===== src/rtl/flag_branch_unit.sv =====
// -----------------------------------------------------------------------------
// flag_branch_unit
//   Architectural N/V/Z flag register written by the EX-stage ALU, plus the
//   resolver for the conditional branch sitting in ID.
//
//   With BYPASS=0 the branch only ever looks at registered flags. While any
//   flag writer is still in EX (stalled or not), ID is held off with br_wait.
//   With BYPASS=1 the branch looks at the flag values that will be registered
//   at the coming edge, so it never has to wait.
//
//   Two saturating performance counters record resolved and taken branches.
//
// Ports
//   clk, rst_n                  clock, asynchronous active-low reset
//   ex_valid/ex_stall/ex_flush  EX-stage qualifiers
//   alu_N/V/Z, alu_N/V/Z_en     ALU flag results and their per-flag enables
//   br_valid, br_cond[2:0]      ID holds a conditional branch and its condition
//   br_wait                     hold ID: the branch cannot resolve this cycle
//   br_taken                    branch resolved taken this cycle
//   flag_N/V/Z                  architectural flags
//   cnt_eval, cnt_taken         saturating counts of resolved / taken branches
// -----------------------------------------------------------------------------
module flag_branch_unit #(
  parameter bit BYPASS = 1'b0,
  parameter int CNT_W  = 16
) (
  input  logic             clk,
  input  logic             rst_n,
  input  logic             ex_valid,
  input  logic             ex_stall,
  input  logic             ex_flush,
  input  logic             alu_N,
  input  logic             alu_V,
  input  logic             alu_Z,
  input  logic             alu_N_en,
  input  logic             alu_V_en,
  input  logic             alu_Z_en,
  input  logic             br_valid,
  input  logic [2:0]       br_cond,
  output logic             br_wait,
  output logic             br_taken,
  output logic             flag_N,
  output logic             flag_V,
  output logic             flag_Z,
  output logic [CNT_W-1:0] cnt_eval,
  output logic [CNT_W-1:0] cnt_taken
);

  typedef enum logic {
    IDLE = 1'b0,
    HOLD = 1'b1
  } state_t;

  typedef enum logic [2:0] {
    C_NE   = 3'd0,
    C_EQ   = 3'd1,
    C_GT   = 3'd2,
    C_LT   = 3'd3,
    C_GE   = 3'd4,
    C_LE   = 3'd5,
    C_OVFL = 3'd6,
    C_AL   = 3'd7
  } cond_t;

  localparam logic [CNT_W-1:0] CNT_MAX = '1;

  state_t state, state_next;

  logic commit;
  logic writer;
  logic n_next, v_next, z_next;
  logic eval_n, eval_v, eval_z;
  logic cond_true;
  logic wait_raw;
  logic resolve;

  // A stalled instruction does not commit, but it still counts as a writer:
  // its flags are on the way, so a non-bypassed branch must keep waiting.
  assign commit = ex_valid & ~ex_stall & ~ex_flush;
  assign writer = ex_valid & ~ex_flush & (alu_N_en | alu_V_en | alu_Z_en);

  // Flag values that will be registered at the coming edge.
  assign n_next = (commit & alu_N_en) ? alu_N : flag_N;
  assign v_next = (commit & alu_V_en) ? alu_V : flag_V;
  assign z_next = (commit & alu_Z_en) ? alu_Z : flag_Z;

  assign eval_n = BYPASS ? n_next : flag_N;
  assign eval_v = BYPASS ? v_next : flag_V;
  assign eval_z = BYPASS ? z_next : flag_Z;

  always_comb begin
    // NOTE: every output of a combinational block gets a default first, so
    // no path through the case can leave it unassigned and infer a latch.
    cond_true = 1'b0;
    unique case (cond_t'(br_cond))
      C_NE:   cond_true = ~eval_z;
      C_EQ:   cond_true = eval_z;
      C_GT:   cond_true = ~eval_z & ~eval_n;
      C_LT:   cond_true = eval_n;
      C_GE:   cond_true = eval_z | ~eval_n;
      C_LE:   cond_true = eval_n | eval_z;
      C_OVFL: cond_true = eval_v;
      C_AL:   cond_true = 1'b1;
      default: cond_true = 1'b0;
    endcase
  end

  // Branch resolution FSM. Only the stalling variant ever leaves IDLE.
  always_comb begin
    state_next = state;
    wait_raw   = 1'b0;
    resolve    = 1'b0;
    if (BYPASS) begin
      state_next = IDLE;
      resolve    = br_valid;
    end else begin
      unique case (state)
        IDLE: begin
          if (br_valid && writer) begin
            wait_raw   = 1'b1;
            state_next = HOLD;
          end else begin
            resolve = br_valid;
          end
        end
        HOLD: begin
          if (!br_valid) begin
            // ID was flushed underneath the waiting branch: drop it silently.
            state_next = IDLE;
          end else if (writer) begin
            wait_raw = 1'b1;
          end else begin
            resolve    = 1'b1;
            state_next = IDLE;
          end
        end
        default: state_next = IDLE;
      endcase
    end
  end

  // Both handshake outputs are forced low while reset is held, independent
  // of whatever the pipeline inputs happen to be doing.
  assign br_wait  = rst_n & wait_raw;
  assign br_taken = rst_n & resolve & cond_true;

  // NOTE: sequential state is updated only with non-blocking assignments so
  // every register samples pre-edge values regardless of block ordering.
  always_ff @(posedge clk or negedge rst_n) begin
    if (!rst_n) begin
      state <= IDLE;
    end else begin
      state <= state_next;
    end
  end

  // NOTE: flags and counters are architecturally visible, so they all sit
  // on the asynchronous reset rather than relying on a software clear.
  always_ff @(posedge clk or negedge rst_n) begin
    if (!rst_n) begin
      flag_N <= 1'b0;
      flag_V <= 1'b0;
      flag_Z <= 1'b0;
    end else begin
      flag_N <= n_next;
      flag_V <= v_next;
      flag_Z <= z_next;
    end
  end

  // Saturating performance counters: they stick at all-ones.
  always_ff @(posedge clk or negedge rst_n) begin
    if (!rst_n) begin
      cnt_eval  <= '0;
      cnt_taken <= '0;
    end else if (resolve) begin
      if (cnt_eval != CNT_MAX) begin
        cnt_eval <= cnt_eval + CNT_W'(1);
      end
      if (cond_true && (cnt_taken != CNT_MAX)) begin
        cnt_taken <= cnt_taken + CNT_W'(1);
      end
    end
  end

endmodule


===== config.mk =====
export PLATFORM = sky130hd
export DESIGN_NAME = flag_branch_unit
export DESIGN_NICKNAME = d
export VERILOG_FILES = /design/src/rtl/flag_branch_unit.sv
export SDC_FILE = /design/constraint.sdc
export NUM_CORES = 1
export LEC_CHECK = 0
export CORE_UTILIZATION = 40
export CTS_CLUSTER_DIAMETER = 40
export DETAILED_ROUTE_END_ITERATION = 7
export PLACE_DENSITY = 0.72
export SETUP_SLACK_MARGIN = 0.1
export SLEW_MARGIN = 20
export SYNTH_ARGS = -nofsm -noshare
export SYNTH_HDL_FRONTEND = slang
export SYNTH_SLANG_ARGS = --single-unit
export TNS_END_PERCENT = 100

===== constraint.sdc =====
create_clock -name clk -period 4.1 [get_ports clk]
set_input_delay 0.82 -clock clk [delete_from_list [all_inputs] [get_ports clk]]
set_output_delay 0.82 -clock clk [all_outputs]
set_load 0.03 [all_outputs]

# ---- Word level (Yosys, flattened, before mapping)
# Index checks and enable logic that the tools add are counted.
dict set report op_classes {
  n_addsub 2
  shift 0
  n_eq_ne 9
  bitwise_logic 20
  magnitude_cmp 0
  div_mod_pow 0
  reduce_logical 5
  muxes 9
  multipliers 0
}
# operator n
set ops {}
lappend ops {{16-bit by 1-bit adder with 16-bit output, second input constant} 2}
lappend ops {{16-bit != test, second input constant} 2}
lappend ops {{3-bit == test, second input constant} 4}
lappend ops {{1-bit bitwise AND} 11}
lappend ops {{1-bit one-hot mux with 8 select lines} 1}
lappend ops {{3-bit by 2-bit == test with 1-bit output, second input constant} 2}
lappend ops {{1-bit two-way mux} 6}
lappend ops {{1-bit inverter} 5}
lappend ops {{1-bit OR} 4}
lappend ops {{1-bit one-hot mux with 2 select lines} 2}
lappend ops {{2-bit AND reduction} 2}
lappend ops {{3-bit by 1-bit == test with 1-bit output, second input constant} 1}
lappend ops {{3-bit zero test} 1}
lappend ops {{1-bit logical AND} 2}
dict set report totals {
  word_cells 51
  rom_bits 0
  reg_bits 36
  ramBits 0
  inputBits 15
  output_inout_bits 37
  mem_count 0
  latchBits 0
}

# ---- Logic depth before layout (Yosys ltp)
# Gate-level depths: netlist (run 1).
dict set report logic_depth {
  ltp_word 8
  mapped_depth 6
}

# ---- Worst setup path after synthesis (run 1)
# No wires, ideal clock.
dict set report synth_timing {
  path_kind {input -> output}
  from {input port br_cond[1]}
  to {output port br_taken}
  arrival_ns 2.014
  setup_slack_ns 1.266
  stages 5
  path_buffers 1
  t_required_ns 3.280
  cell_sequence {or3b_1 a311oi_2 a211oi_4 buf_8 and2_1}
}
dict set report synth_via {
  elab_chain_len 3
  word_cells_on_any_way 10
}
# element line
set synth_lines {}
lappend synth_lines {{start: declaration} 39} ;# input logic [2:0] br_cond,
lappend synth_lines {{3-bit == test (tied with other cells)} 95} ;# unique case (cond_t'(br_cond))
lappend synth_lines {{1-bit one-hot mux with 8 select lines (*)} 95}
lappend synth_lines {{1-bit bitwise AND (*)} 145} ;# assign br_taken = rst_n & resolve & cond_true;
lappend synth_lines {{end: declaration} 41} ;# output logic br_taken,
# Mark *: on every way between the ends. The rest lies on a longest branch, timed or not.

# ---- Worst setup path after layout (run 1)
# Same ends and word-level chain as after synthesis.

==> results.json, run 1 <==
{
  "outcome": "finished clean",
  "hold_path.class": "reg2reg",
  "port_buffers": 51,
  "switchingPower_mw": 0.4354,
  "antenna_found_initial": 0,
  "required_ns": 3.28,
  "reg2reg_to": "cnt_taken[1]",
  "period_minus_slack_ns": 3.238,
  "tightest_slew_ns": 0.4476,
  "hold_path_depth": 1,
  "crit_path_end_kind": "output port",
  "cp_max_fo": 5,
  "fin_nets": 227,
  "place_area_sq_um": 2369,
  "final_area_sq_um": 2450,
  "synthTopCellsByCount": "dfrtp_1 (35), xnor2_1 (24), and3_1 (9), nand2_1 (9), nand4_1 (9)",
  "ys_ff_latch": 35,
  "cp_slowest_cell": "clkdlybuf4s50_1",
  "hold_start": "cnt_eval[5]",
  "reg2regPathDepth": 6,
  "p_seq_share_pct": 42.8,
  "grt_pass1_vias": 1413,
  "dp_hpwl_um": 2873,
  "fp.dieW_um": 69.09,
  "worstPathCellList": "clkdlybuf4s50_1, or3b_1, a311oi_2, a211oi_4, and2_1, buf_4",
  "grt_usage_pct": 17.95,
  "preCtsSetupSlack_ns": 0.8585,
  "drv_cap": 0,
  "combPwrFrac_pct": 36.7,
  "root_buffer": "clkbuf_8",
  "wire_per_inst_um": 14.71,
  "cts_sinks": 35,
  "clk_pin_slew_worst_paths_ns": 0.07,
  "drv_slew": 0,
  "clockBufferDepth": 2,
  "yosysTopAreaCell": "dfrtp_1",
  "clockPowerShare_pct": 20.5,
  "rsz0062_at_grt": "no",
  "fmax_mhz": 308.9,
  "core-area_sq_um": 4354,
  "totalPowerFinal_mw": 1.157,
  "crit_start": "br_cond[1]",
  "power.density_nw_per_um2": 472.3,
  "cts_buffers": 5,
  "ioPinCount": 52,
  "yosys.cell_count.top_type": "dfrtp_1",
  "critical_path_class": "in2out",
  "cts_tree": "yes",
  "vias": 1387,
  "cp_top_family": "buffers and inverters",
  "initial_utilization_pct": 41.35,
  "syn_avg_cell_area_sq_um": 11.92,
  "layout-drive-gt1-share_pct": 16.11,
  "final_hold_viol_count": 0,
  "yosysTopAreaCellShare_pct": 48.64,
  "cp-start-kind": "primary input",
  "async_reset_ff_share_pct": 100.0,
  "finalCritPeriodShare_pct": 78.97,
  "crit_buf_inv": 2,
  "antenna_cells": 0,
  "p_leak_nw": 1.027,
  "drc": 0,
  "fin_skew_ns": 0.006801,
  "whs_endpoint": "cnt_eval[5]",
  "cts_max_level": 2,
  "vias_per_cell": 5.274,
  "reg2reg_from": "flag_Z",
  "setup_viol_count_final": 0,
  "slew_headroom_pct": 70.16,
  "holdBufCountCts": 0,
  "synth_ff_type": "dfrtp_1",
  "syn_area_sq_um": 1800,
  "cts_resized": 0,
  "p_int_mw": 0.7218,
  "max_stage_delay_ns": 0.47,
  "clk_latency_ns": 0.29,
  "critPathArrivalTime_ns": 2.42,
  "syn2layout_area_growth_pct": 36.07,
  "r2r_slack_ns": 2.17,
  "ys_seq_area_share_pct": 48.64,
  "die-area_sq_um": 4773,
  "dieHeight_um": 69.09,
  "grt_start_max_net_pins": 37,
  "netlist_instances": 151,
  "setup_tns_ns": 0,
  "ys_warn_count": 0,
  "firstDrtPassIters": 4,
  "peakVddDrop_v": 0.0004078,
  "synth_cell_types": 35,
  "gp_congestion": 0.7535,
  "grt-ovfl-total": 0,
  "p_sw_share_pct": 37.63,
  "synth_edf_count": 0,
  "setup_slack_ns": 0.8622,
  "synthTopCellsByArea": "dfrtp_1 (49%), xnor2_1 (12%), nand3_2 (3.3%), and3_1 (3.1%), nand4_1 (3.1%)",
  "grt_pass1_wl_um": 6762,
  "cts_setup_buffers": 0,
  "synth_nets": 168,
  "num_rows": 24,
  "drtIter0Drc": 57,
  "utilization_pct": 56.26,
  "postRouteAntennaNets": 0,
  "drt_wl_total_um": 3870
}
[power groups by stage]
stage                     Clock [mW]  Sequential (mW)  Combinational (mW)
after floorplan                    0            0.603               0.133
after global placement             0            0.495               0.422
after detailed placement           0            0.497               0.428
after CTS                      0.249            0.494               0.429
after global routing           0.264            0.509               0.450
final                          0.238            0.495               0.425
[worst reg2reg max path: stages, from the launching register on]
cell and delay [ns]:
dfrtp_1 0.42, or3b_1 0.37, a311oi_2 0.32, a211oi_4 0.07, buf_4 0.22, nand2_2 0.10, mux2_4 0.30
[cell type report]
cell class                 count  area (sq um)
clock buffer                   7         76.32
clock inverter                 1         5.005
fill                         362          1904
inverter                       1         3.754
multi-input combinational    114         905.9
sequential                    35         875.8
tap                           52         65.06
timing repair buffer          53         518.0
[metal layers]
| layer | share of wire (%) | track usage, % | vias to the layer above |
|---|---|---|---|
| li1 | - | - | 659 |
| met1 | 46 | 22.29 | 680 |
| met2 | 47 | 29.67 | 39 |
| met3 | 4.7 | 3.655 | 9 |
| met4 | 2.0 | 8.844 | 0 |
| met5 | 0 | 0 | - |
[layout by cell type, fill, tap and decap left out, drive strengths merged, types with 2 or more instances in the layout]
cell type	netlist	final
and2	3	3
dfrtp	35	35
xor2	6	6
nand2	11	11
mux2	6	6
a211oi	2	2
clkbuf	0	7
and4	6	6
o21ai	2	2
nand4	11	11
nor3	4	4
ha	2	2
clkdlybuf4s50	0	49
and3	9	9
a21oi	2	2
buf	1	4
nand3	11	11
xnor2	24	24
nor2	7	7
[stage by stage]
stage	hold slack, ns	std cells
5_1_grt	0.5126	263
2_1_floorplan	0.5244	151
4_1_cts	0.5028	263
3_5_place_dp	0.4891	255
6_report	0.4991	263
3_3_place_gp	0.4797	255
[state kept, by name, indices dropped and copies added, names as in the netlist]
register,count
cnt_eval,16
flag_N,1
flag_V,1
flag_Z,1
cnt_taken,16
[how the worst max path moves through the flow]
stage / depth (start not counted) / slack [ns] / to
after floorplan: 5 / 1.27 / br_taken
after global placement: 6 / 0.87 / br_taken
after detailed placement: 6 / 0.86 / br_taken
after CTS: 6 / 0.85 / br_taken
after global routing: 6 / 0.80 / br_taken
final: 6 / 0.86 / br_taken
[logic make-up (layout without fill, tap and decap cells)]
| kind of cell | Yosys count | in the layout | share of synthesized area [%] |
|---|---|---|---|
| AOI/OAI and AO/OA | 10 | 10 | 6.255 |
| xor gates and xnor gates | 30 | 30 | 14.59 |
| adders and majority gates | 2 | 2 | 1.390 |
| buffers and inverters | 2 | 62 | 1.042 |
| DFF | 35 | 35 | 48.64 |
| muxes | 6 | 6 | 3.961 |
| and+or+nand+nor | 66 | 66 | 24.11 |
No activity file was read; power rests on OpenSTA's default activity.
==> run 2: changes to the inputs <==
PLACE_DENSITY = 0.75   (was 0.72)
clock period = 2.65 ns   (was 4.1 ns; I/O delays follow)
==> run 2 against run 1 <==
Effect of this change:
- sequential cell count stayed put
- worst hold slack worse by 0.014 ns
- core utilization is 0.34 points higher
- clock power is 56% higher
- non-clock buffer count is 1 higher
- setup slack worse by 0.66 ns
- cell count is 0.38% higher
- register-to-register slack worse by 1.5 ns
- critical path depth stayed put
- sequential share of layout area is 0.22 points lower
- critical path type unchanged
- largest power group unchanged
==> results.json, run 2 (synthesized netlist as in run 1, its figures left out) <==
{
  "outcome": "finished clean",
  "die-area_sq_um": 4773,
  "place_area_sq_um": 2379,
  "cp_slowest_cell": "clkdlybuf4s50_1",
  "top_regs": "cnt_eval x16, cnt_taken x16",
  "critPathArrivalTime_ns": 1.92,
  "setup_tns_ns": 0,
  "seq_area_sq_um": 875.8,
  "layout_common_cells": "clkdlybuf4s50_1 (48), dfrtp_1 (35), xnor2_1 (24)",
  "root_buffer": "clkbuf_8",
  "totalPowerFinal_mw": 1.788,
  "cts_tree": "yes",
  "peakVddDrop_v": 0.0005963,
  "core-area_sq_um": 4354,
  "p_sw_share_pct": 37.41,
  "fin_nets": 228,
  "dieHeight_um": 69.09,
  "syn2layout_area_growth_pct": 36.90,
  "p_leak_nw": 1.037,
  "cts_max_level": 2,
  "ioPinCount": 52,
  "worstPathCellList": "clkdlybuf4s50_1, nor3_4, o21ai_2, a211oi_4, and2_4, buf_6",
  "grt_start_max_net_pins": 31,
  "port_buffers": 51,
  "antenna_found_initial": 0,
  "hold_path.class": "reg2reg",
  "combPwrFrac_pct": 36.6,
  "max_stage_delay_ns": 0.46,
  "dp_hpwl_um": 2511,
  "clockBufferDepth": 2,
  "multi_input_area_sq_um": 908.4,
  "switchingPower_mw": 0.6689,
  "preCtsSetupSlack_ns": 0.02874,
  "initial_utilization_pct": 41.35,
  "critical_path_class": "in2out",
  "grt_pass1_wl_um": 6016,
  "cp_top_family": "buffers and inverters",
  "crit_buf_inv": 2,
  "grt-ovfl-total": 0,
  "firstDrtPassIters": 4,
  "power.density_nw_per_um2": 725.4,
  "final_area_sq_um": 2465,
  "period_minus_slack_ns": 2.450,
  "clockPowerShare_pct": 20.8,
  "vias_per_cell": 5.133,
  "setup_slack_ns": 0.1999,
  "rsz0062_at_grt": "no",
  "drv_cap": 0,
  "crit_path_end_kind": "output port",
  "final_common_cell": "clkdlybuf4s50_1",
  "cp_max_fo": 4,
  "cts_buffers": 5,
  "fp.dieW_um": 69.09,
  "tightest_slew_ns": 0.4132,
  "cts_sinks": 35,
  "drtIter0Drc": 93,
  "setup_viol_count_final": 0,
  "layout-drive-gt1-share_pct": 16.98,
  "slew_headroom_pct": 72.24,
  "drc": 0,
  "clk_latency_ns": 0.29,
  "utilization_pct": 56.61,
  "fillCellCount": 387,
  "final_hold_viol_count": 0,
  "finalCritPeriodShare_pct": 92.46,
  "p_seq_share_pct": 42.7,
  "grt_pass1_vias": 1333,
  "required_ns": 2.12,
  "drt_wl_total_um": 3410,
  "num_rows": 24,
  "p_int_mw": 1.119,
  "antenna_cells": 0,
  "wire_per_inst_um": 12.92,
  "fmax_mhz": 408.1,
  "postRouteAntennaNets": 0,
  "clk_pin_slew_worst_paths_ns": 0.06,
  "grt_usage_pct": 15.62,
  "gp_congestion": 0.7125,
  "drv_slew": 0,
  "cp-start-kind": "primary input",
  "fin_skew_ns": 0.008134,
  "vias": 1355
}
## run 2: cell types whose count changed in the layout (fill, tap and decap cells not counted), sizes merged
cell           delta
dlygate4sd2       +1
clkdlybuf4s50     -1
buf               +1
## run 2: layer usage
metal	GRT usage, %	up-vias	wire (um)
li1	-	664	-
met1	20.34	642	1639
met2	25.03	42	1557
met3	3.801	7	155
met4	6.122	0	58
met5	0	-	0
## run 2: final cells by class
class,instances,share of cell area [%]
clock inverters,1,0.2030
flip-flops and latches,35,35.53
repair buffers,54,21.52
clock buffers,7,3.096
well taps,52,2.640
multi-input cells,114,36.85
inverters,1,0.1523
## run 2: worst paths after layout
path | end | from | cells past startpoint | slack (ns)
max reg2reg | cnt_taken[1] | flag_Z | 6 | 0.71
min | cnt_eval[5] | cnt_eval[5] | 1 | 0.48
max | br_taken | alu_V_en | 6 | 0.20
max in group asynchronous | cnt_eval[9] | rst_n | 2 | 1.41
min reg2reg | cnt_eval[5] | cnt_eval[5] | 1 | 0.48
min in group asynchronous | cnt_eval[0] | rst_n | 1 | 0.53
## run 2: power groups by stage
stage / sequential [mW] / combinational (mW) / clock (mW)
after floorplan: 0.933 / 0.205 / 0
after global placement: 0.767 / 0.649 / 0
after detailed placement: 0.770 / 0.656 / 0
after CTS: 0.762 / 0.660 / 0.382
after global routing: 0.779 / 0.692 / 0.404
final: 0.763 / 0.654 / 0.371
## run 2: timing repair
action                     CTS  global route
setup endpoints to repair    1             0
hold buffers                 0             0
setup buffers                0             0
gates resized for setup      3             0
## run 2: metrics by stage
step / hold slack, ns / cells
floorplan: 0.2344 / 151
global placement: 0.4751 / 256
detailed placement: 0.4770 / 256
CTS: 0.4897 / 264
global route: 0.5144 / 264
finish: 0.4847 / 264
## run 2: worst register-to-register path: stages, from the launching register on
cell      delay (ns)
dfrtp_1         0.42
or3b_1          0.40
a311oi_2        0.35
a211oi_4        0.06
buf_4           0.21
nand2_2         0.10
mux2_4          0.30
==> run 3: changes to the inputs <==
CORE_MARGIN = 5   (was not set)
==> run 3 against run 2 <==
Effect of this change:
- setup slack got worse by 0.0021 ns
- worst hold slack got worse by 0.17 ns
- largest cell class unchanged
- routed wire length increased by 12%
- critical endpoint unchanged
- die area rose by 24%
- clock skew shrank 0.0034 ns
- via count is the same
- clock-buffer cell count decreased by 1
- sequential cell count stayed put
- critical path type unchanged
- largest power group unchanged
==> results.json, run 3 (synthesized netlist as in run 1, its figures left out) <==
{
  "outcome": "finished clean",
  "hold_path.class": "in2async",
  "crit_path_end_kind": "output port",
  "totalPowerFinal_mw": 1.821,
  "cts_max_level": 2,
  "vias_per_cell": 5.113,
  "top_regs": "cnt_eval x16, cnt_taken x16",
  "final_area_sq_um": 2501,
  "syn2layout_area_growth_pct": 38.92,
  "gp_congestion": 0.7747,
  "final_cells": 265,
  "core-area_sq_um": 4354,
  "wire_per_inst_um": 14.40,
  "clk_latency_ns": 0.29,
  "setup_tns_ns": 0,
  "cp_slowest_cell": "clkdlybuf4s50_1",
  "layout_common_cells": "clkdlybuf4s50_1 (47), dfrtp_1 (35), xnor2_1 (24)",
  "period_minus_slack_ns": 2.452,
  "drv_slew": 0,
  "p_leak_nw": 1.069,
  "grt_usage_pct": 14.25,
  "slew_headroom_pct": 69.67,
  "die-area_sq_um": 5943,
  "critPathArrivalTime_ns": 1.92,
  "cts_setup_buffers": 0,
  "cts_tree": "yes",
  "fin_nets": 230,
  "dp_hpwl_um": 2854,
  "tightest_slew_ns": 0.4550,
  "drc": 0,
  "drt_wl_total_um": 3815,
  "place_inst": 258,
  "clk_pin_slew_worst_paths_ns": 0.07,
  "grt_start_max_net_pins": 37,
  "clockBufferDepth": 2,
  "dieHeight_um": 77.09,
  "max_stage_delay_ns": 0.46,
  "cts_sinks": 35,
  "fp.dieW_um": 77.09,
  "rsz0062_at_grt": "no",
  "place_area_sq_um": 2391,
  "cts_buffers": 5,
  "firstDrtPassIters": 4,
  "grt_pass1_vias": 1417,
  "layout-drive-gt1-share_pct": 18.78,
  "fin_skew_ns": 0.004701,
  "cp-start-kind": "primary input",
  "setup_viol_count_final": 0,
  "ioPinCount": 52,
  "utilization_pct": 57.44,
  "worstPathCellList": "clkdlybuf4s50_1, nor3_4, buf_4, o21ai_2, a211oi_4, and2_4, buf_6",
  "power.density_nw_per_um2": 728.0,
  "reg2reg_from": "flag_Z",
  "setup_slack_ns": 0.1977,
  "finalCritPeriodShare_pct": 92.54,
  "antenna_found_initial": 0,
  "port_buffers": 51,
  "drtIter0Drc": 61,
  "grt_pass1_wl_um": 6900,
  "crit_start": "alu_V_en",
  "num_rows": 24,
  "initial_utilization_pct": 41.35,
  "required_ns": 2.12,
  "preCtsSetupSlack_ns": 0.03371,
  "drv_cap": 0,
  "vias": 1355,
  "fmax_mhz": 407.8,
  "final_hold_viol_count": 0,
  "peakVddDrop_v": 0.0004906,
  "cp_max_fo": 4,
  "final_common_cell": "clkdlybuf4s50_1",
  "postRouteAntennaNets": 0,
  "critical_path_class": "in2out",
  "grt-ovfl-total": 0,
  "root_buffer": "clkbuf_8",
  "antenna_cells": 0,
  "holdWs_ns": 0.3169
}
-- run 3: final cells by class --
class                      instances  area (sq um)
clock buffer                       6         82.58
clock inverter                     1         5.005
fill                             360          1853
inverter                           1         3.754
multi-input combinational        114         919.6
sequential                        35         875.8
tap                               52         65.06
timing repair buffer              56         549.3
-- run 3: path summary, 6_finish.rpt --
kind / end / slack, ns / cells after the start
setup / recovery: br_taken / 0.20 / 7
hold / removal: cnt_taken[15] / 0.32 / 2
setup reg to reg: cnt_taken[1] / 0.69 / 6
hold reg to reg: cnt_taken[7] / 0.49 / 1
max in group asynchronous: cnt_eval[9] / 2.01 / 2
min in group clk: cnt_taken[7] / 0.49 / 1
-- run 3: report_power, final --
group | leakage [nW] | switching (mW) | internal (mW)
clock | 0.0470 | 0.190 | 0.204
sequential | 0.458 | 0.131 | 0.631
combinational | 0.564 | 0.355 | 0.310
-- run 3: worst max-delay path, delay by kind of cell --
family,cells,cell delay (ns)
buffers and inverters,3,0.72
AND/OR/NAND/NOR,2,0.40
AO/OA/AOI/OAI,2,0.27
-- run 3: metal layers --
layer  global-route usage [%]  vias to the layer above  share of wire, %
li1                         -                      659                 -
met1                    19.23                      652                46
met2                    20.88                       37                46
met3                    5.621                        7               6.9
met4                    4.639                        0               1.4
met5                        0                        -                 0
-- run 3: timing repair --
item | CTS | global route
resized for setup | 3 | 4
setup endpoints to repair | 2 | 1
pin swaps | 1 | 5
cloned | 0 | 0
hold buffers | 0 | 0
